File: src/rtl/pipe_ctrl.sv
// Front-end pipeline controller: stall/redirect arbitration with a parked-redirect and post-redirect bubble FSM.
// Optional performance counters are enabled with `define CTRL_PERF_CNT_EN.
module pipe_ctrl #(
   parameter int unsigned ADDR_W       = 32,
   parameter int unsigned FLUSH_CYCLES = 2,
   parameter int unsigned CNT_W        = 32
) (
   input  logic              clk,
   input  logic              rst,
   input  logic              jump_req_i,
   input  logic [ADDR_W-1:0] jump_addr_i,
   input  logic              ld_use_i,
   input  logic              div_busy_i,
   input  logic              bus_wait_i,
   output logic              hold_pc_o,
   output logic              hold_if_id_o,
   output logic              hold_id_ex_o,
   output logic              flush_if_id_o,
   output logic              flush_id_ex_o,
   output logic              pc_jump_o,
   output logic [ADDR_W-1:0] pc_jump_addr_o
`ifdef CTRL_PERF_CNT_EN
   ,
   output logic [CNT_W-1:0]  stall_cnt_o,
   output logic [CNT_W-1:0]  flush_cnt_o
`endif
);

   if (FLUSH_CYCLES < 1 || FLUSH_CYCLES > 15 || CNT_W < 1) begin : g_param_chk
      $error("pipe_ctrl: FLUSH_CYCLES must be 1..15 and CNT_W at least 1");
   end

   typedef enum logic [1:0] {RUN, PEND, FLUSH} state_e;

   localparam logic [3:0] FCNT_INIT = 4'(FLUSH_CYCLES - 1);

   state_e              state_q, state_d;
   logic [ADDR_W-1:0]   pend_addr_q, pend_addr_d;
   logic [3:0]          fcnt_q, fcnt_d;

   always_ff @(posedge clk) begin
      if (rst) begin
         state_q     <= RUN;
         pend_addr_q <= '0;
         fcnt_q      <= '0;
      end else begin
         state_q     <= state_d;
         pend_addr_q <= pend_addr_d;
         fcnt_q      <= fcnt_d;
      end
   end

   always_comb begin
      state_d        = state_q;
      pend_addr_d    = pend_addr_q;
      fcnt_d         = fcnt_q;
      hold_pc_o      = 1'b0;
      hold_if_id_o   = 1'b0;
      hold_id_ex_o   = 1'b0;
      flush_if_id_o  = 1'b0;
      flush_id_ex_o  = 1'b0;
      pc_jump_o      = 1'b0;
      pc_jump_addr_o = pend_addr_q;

      if (rst) begin
         flush_if_id_o  = 1'b1;
         flush_id_ex_o  = 1'b1;
         pc_jump_addr_o = '0;
      end else begin
         unique case (state_q)
            RUN: begin
               if (div_busy_i) begin
                  hold_pc_o    = 1'b1;
                  hold_if_id_o = 1'b1;
                  hold_id_ex_o = 1'b1;
               end else if (jump_req_i && !bus_wait_i) begin
                  pc_jump_o      = 1'b1;
                  pc_jump_addr_o = jump_addr_i;
                  flush_if_id_o  = 1'b1;
                  flush_id_ex_o  = 1'b1;
                  if (FLUSH_CYCLES > 1) begin
                     state_d = FLUSH;
                     fcnt_d  = FCNT_INIT;
                  end
               end else if (jump_req_i) begin
                  pend_addr_d   = jump_addr_i;
                  hold_pc_o     = 1'b1;
                  flush_if_id_o = 1'b1;
                  flush_id_ex_o = 1'b1;
                  state_d       = PEND;
               end else if (ld_use_i) begin
                  hold_pc_o     = 1'b1;
                  hold_if_id_o  = 1'b1;
                  flush_id_ex_o = 1'b1;
               end else if (bus_wait_i) begin
                  hold_pc_o    = 1'b1;
                  hold_if_id_o = 1'b1;
                  hold_id_ex_o = 1'b1;
               end
            end
            PEND: begin
               // EX is fed bubbles while parked, so its requests are don't-care here
               hold_pc_o     = 1'b1;
               flush_if_id_o = 1'b1;
               flush_id_ex_o = 1'b1;
               if (!bus_wait_i) begin
                  pc_jump_o = 1'b1;
                  if (FLUSH_CYCLES > 1) begin
                     state_d = FLUSH;
                     fcnt_d  = FCNT_INIT;
                  end else begin
                     state_d = RUN;
                  end
               end
            end
            FLUSH: begin
               flush_if_id_o = 1'b1;
               hold_pc_o     = bus_wait_i;
               if (!bus_wait_i) begin
                  fcnt_d = fcnt_q - 4'd1;
                  if (fcnt_q == 4'd1) begin
                     state_d = RUN;
                  end
               end
            end
            default: state_d = RUN;
         endcase
      end
   end

`ifdef CTRL_PERF_CNT_EN
   logic [CNT_W-1:0] stall_cnt_q, flush_cnt_q;

   always_ff @(posedge clk) begin
      if (rst) begin
         stall_cnt_q <= '0;
         flush_cnt_q <= '0;
      end else begin
         if (hold_pc_o && stall_cnt_q != '1) begin
            stall_cnt_q <= stall_cnt_q + 1'b1;
         end
         if (flush_if_id_o && flush_cnt_q != '1) begin
            flush_cnt_q <= flush_cnt_q + 1'b1;
         end
      end
   end

   assign stall_cnt_o = stall_cnt_q;
   assign flush_cnt_o = flush_cnt_q;
`endif

endmodule

File: config.mk
export PLATFORM = sky130hd
export DESIGN_NAME = pipe_ctrl
export DESIGN_NICKNAME = d
export VERILOG_FILES = /design/src/rtl/pipe_ctrl.sv
export SDC_FILE = /design/constraint.sdc
export NUM_CORES = 1
export LEC_CHECK = 0
export CORE_MARGIN = 3
export CORE_UTILIZATION = 50
export DETAILED_ROUTE_END_ITERATION = 10
export DONT_BUFFER_PORTS = 1
export PLACE_DENSITY = 0.68
export SLEW_MARGIN = 10
export SYNTH_ARGS = -nofsm -noshare
export SYNTH_HDL_FRONTEND = slang
export SYNTH_SLANG_ARGS = --single-unit
export TNS_END_PERCENT = 30
File: constraint.sdc
create_clock -name clk -period 4 [get_ports clk]
set_input_delay 0.4 -clock clk [delete_from_list [all_inputs] [get_ports clk]]
set_output_delay 0.4 -clock clk [all_outputs]
set_load 0.05 [all_outputs]
After elaboration in Yosys (flattened, before gate mapping)
Index checks and enable logic that the tools add are counted.
{"block": "word_totals", "ff_bits": 38, "input_bits": 38, "wordCells": 73}
{"block": "classes", "n_addsub": 1, "n_eq_ne": 9, "bitwise_logic": 2, "reduce_logical": 8, "mux": 50}
{"cell": "2-to-1 mux 32 bit", "n": 4}
{"cell": "2-to-1 mux 1 bit", "n": 30}
{"cell": "2-to-1 mux 4 bit", "n": 4}
{"cell": "2-to-1 mux 2 bit", "n": 6}
{"cell": "one-hot mux 4 bit (3 select lines)", "n": 1}
{"cell": "inequality test 2 bit (second input constant)", "n": 5}
{"cell": "AND reduction 5 bit", "n": 2}
{"cell": "one-hot mux 1 bit (2 select lines)", "n": 3}
{"cell": "one-hot mux 2 bit (3 select lines)", "n": 1}
{"cell": "equality test 4 x 1 -> 1 bit (second input constant)", "n": 1}
{"cell": "AND reduction 4 bit", "n": 1}
{"cell": "subtractor 4 x 1 -> 4 bit (second input constant)", "n": 1}
{"cell": "inequality test 3 bit (second input constant)", "n": 1}
{"cell": "one-hot mux 1 bit (3 select lines)", "n": 1}
{"cell": "nonzero test 3 bit", "n": 1}
{"cell": "equality test 2 x 1 -> 1 bit (second input constant)", "n": 1}
{"cell": "equality test 2 bit (second input constant)", "n": 1}
{"cell": "logical NOT 2 bit", "n": 1}
{"cell": "inverter 1 bit", "n": 2}
{"cell": "OR reduction 2 bit", "n": 1}
{"cell": "logical AND 1 bit", "n": 1}
{"cell": "logical NOT 1 bit", "n": 1}

Logic depth before layout (Yosys ltp)
{"block": "logic_depth", "ltp_word": 7, "ltp_mapped": 8}

Worst setup path after synthesis
OpenSTA, ideal clock, no wires.
{"block": "synth_path", "path_type": "register to output", "start": "register state_q[0]", "end": "output pc_jump_addr_o[10]", "required_time_ns": 3.600, "n_path_buf": 1, "setup_slack_ns": 1.423, "t_arrival_ns": 2.177, "path_stages_with_launch": 8, "cell_sequence": "dfxtp_1 inv_1 ha_1 and3b_1 nand2b_1 clkbuf_1 nand2_1 a21oi_1"}
{"block": "synth_via", "elab_chain_cells": 3}
{"item": "start, declared", "line": "37", "text": "state_e state_q, state_d;"}
{"item": "start signal, assigned", "line": "47", "text": "state_q <= state_d;"}
{"item": "logical NOT 2 bit", "line": "70", "text": "unique case (state_q)"}
{"item": "2-to-1 mux 32 bit", "line": "70"}
{"item": "2-to-1 mux 32 bit", "line": "65", "text": "if (rst) begin"}
{"item": "end, declared", "line": "21", "text": "output logic [ADDR_W-1:0] pc_jump_addr_o"}
No other way between the ends.

Final worst setup path
{"block": "layout_path", "start": "register state_q[0]", "end": "output pc_jump_addr_o[2]"}
Same word-level chain as after synthesis.

==> flow_metrics.env <==
export IMPL_layout_common_cells="nand2_1, a21oi_1, dfxtp_1, buf_4, nor2_1"
export IMPL_arrival_ns=2.50
export IMPL_peakVddDrop_v=0.000285
export IMPL_port_buffers=0
export IMPL_synthCells=318
export IMPL_cts_hold_buf=0
export IMPL_max_freq_mhz=345
export IMPL_async_flop_share=0
export IMPL_clock_sinks=38
export IMPL_tightest_slew_ns=1.05
export IMPL_cts_resized=0
export IMPL_dr_total_vias=2066
export IMPL_setup_viol=0
export IMPL_grt_max_degree=75
export IMPL_crit_type="flip-flop to primary output"
export IMPL_wl_per_cell_microns=12.0
export IMPL_multi_input_area_sq_um=1180
export IMPL_clk_root_buffer_cell="clkbuf_8"
export IMPL_ant_nets=0
export IMPL_grt_pass1_vias=1832
export IMPL_dr_first_iter_drc_count=224
export IMPL_worstSetupStartpoint="state_q[0]$_SDFFE_PP0P_"
export IMPL_path_clk_slew_ns=0.07
export IMPL_ys_seq_area_frac=0.368
export IMPL_std_cell_rows=22
export IMPL_hold_path_class="input port to flip-flop"
export IMPL_rrSetupSlack_ns=1.82
export IMPL_synth_area_sq_um=2070
export IMPL_syn_to_final_growth_pct=16.6
export IMPL_wirelength_mm=4.66
export IMPL_crit_path_end_kind="primary output"
export IMPL_dieArea_sq_um=4940
export IMPL_gp_congestion=0.750
export IMPL_final_common_cell="nand2_1"
export IMPL_power_uw=988
export IMPL_slowest_stage="nand2b_1"
export IMPL_status="finished, final reports clean"
export IMPL_fin_crit_sh=0.725
export IMPL_syn_nets=362
export IMPL_drtPass1Iterations=4
export IMPL_nNetsFinal=384
export IMPL_reg2reg_to="pend_addr_q[28]$_SDFFE_PP0P_"
export IMPL_p_leak_uw=0.000907
export IMPL_grt_total_usage=0.192
export IMPL_path_cells="inv_1 -> ha_1 -> and3b_1 -> nand2b_1 -> buf_4 -> nand2_1 -> a21oi_1 -> buf_4"
export IMPL_fin_setup_tns_ns=0
export IMPL_r2r_cells=6
export IMPL_syn_avg_cell_area_sq_um=6.50
export IMPL_yosys_area_top_type="dfxtp_1"
export IMPL_netlist_top_cells_area="dfxtp_1, nand2_1, a21oi_1, ha_1, clkbuf_1"
export IMPL_layout_min_cycle_time_ns=2.90
export IMPL_crit_required_ns=3.60
export IMPL_cp_endpoint="pc_jump_addr_o[2]"
export IMPL_ys_seq_elements=38
export IMPL_skew_ns=0.00378
export IMPL_nFillCells=383
export IMPL_start_util=0.540
export IMPL_die_w_microns=70.3
export IMPL_viasPerCell=5.31
export IMPL_drv_slew=0
export IMPL_htreeDepth=2
export IMPL_max_stage_delay_ns=0.47
export IMPL_cts_buffers=5
export IMPL_powerDensity_nw_per_um2=410
export IMPL_rsz0062_at_grt="no"
export IMPL_yosysTopAreaCellShare=0.368
export IMPL_post_cts_buffers=0
export IMPL_synthFlopType="dfxtp_1"
export IMPL_yosysWarningCount=0
export IMPL_timing_rr_start="state_q[0]$_SDFFE_PP0P_"
export IMPL_clk_path_buf_depth=2
export IMPL_hold_path_depth=1
export IMPL_io_pins=76
export IMPL_dpl_hpwl_mm=3.25
export IMPL_grt_ovfl_total=0
export IMPL_diodes=0
export IMPL_crit_path_start_kind="flip-flop"
export IMPL_core_sq_um=3830
export IMPL_clk_latency_ns=0.28
export IMPL_antenna_found_initial=0
export IMPL_die_h_microns=70.3
export IMPL_crit_top_cell="buf_4"
export IMPL_holdCritStartpoint="rst"
export IMPL_synth_edf_count=0
export IMPL_cts_tree="done"
export IMPL_crit_fanout=17
export IMPL_synth_cell_types=29
export IMPL_drc=0
export IMPL_max_slew_margin=0.298
export IMPL_hold_viol_final=0
export IMPL_layout_drive_gt1_share=0.141
export IMPL_grt_pass1_wl_mm=7.97
export IMPL_max_cap_violations=0
export IMPL_seqCellArea_sq_um=761
[worst max-delay path: cells and delay by family, from the launching register on]
kind                       cells  cell delay [ns]
AOI/OAI and AO/OA              1             0.15
DFF                            1             0.37
adders and majority gates      1             0.28
and+or+nand+nor                3             0.79
buffers and inverters          3             0.62
[worst min-delay path by stage]
stage                     slack, ns                      endpoint
after floorplan                0.44   pend_addr_q[0]$_SDFFE_PP0P_
after global placement         0.44  pend_addr_q[24]$_SDFFE_PP0P_
after detailed placement       0.44  pend_addr_q[26]$_SDFFE_PP0P_
after CTS                      0.17  pend_addr_q[18]$_SDFFE_PP0P_
after global routing           0.17   pend_addr_q[6]$_SDFFE_PP0P_
final                          0.20       state_q[0]$_SDFFE_PP0P_
[metrics by stage]
step	hold slack, ns	cells	area (sq um)	setup slack (ns)	util
floorplan	0.437	318	2070	1.42	-
global placement	0.436	381	2320	1.43	0.606
detailed placement	0.440	381	2320	1.38	0.606
CTS	0.174	389	2410	1.07	0.630
global route	0.167	389	2410	0.847	0.630
finish	0.199	389	2410	1.10	0.630
[state kept, by name (all words and copies together) (netlist names)]
name         count
fcnt_q           4
pend_addr_q     32
state_q          2
[where the power goes]
group | internal [uW] | total (uW) | leakage, uW | switching, uW
combinational | 94.8 | 309 | 0.000551 | 214
clock | 139 | 262 | 0.0000482 | 123
sequential | 403 | 417 | 0.000308 | 14.1
total | 636 | 988 | 0.000907 | 351
[cell families after synthesis]
group,after synthesis,synth area share
adders and majority gates,6,0.0363
AOI/OAI and AO/OA,79,0.207
buffers and inverters,31,0.0611
and+or+nand+nor,163,0.323
DFF,38,0.368
muxes,1,0.00484
[cell usage after synthesis, types with 2 or more instances]
master,count
a211oi_1,2
a21oi_1,68
buf_1,2
buf_2,8
clkbuf_1,13
dfxtp_1,38
ha_1,6
inv_1,8
nand2_1,132
nor2_1,13
nor3_1,5
nor3b_1,2
o2111ai_1,2
o21ai_0,4
[cell type report]
type,count,area share
clock buffers,7,0.0358
clock inverters,1,0.00208
inverters,8,0.0125
multi-input cells,249,0.491
flip-flops and latches,38,0.316
well taps,48,0.0249
repair buffers,38,0.118
[metal layers]
layer	routed length, microns	global-route usage	part of all wire
met3	383	0.0604	0.082
met5	0	0	0
met1	2070	0.241	0.44
met2	2190	0.313	0.47
met4	20	0.0596	0.0043
No activity file was read; power rests on OpenSTA's default activity.
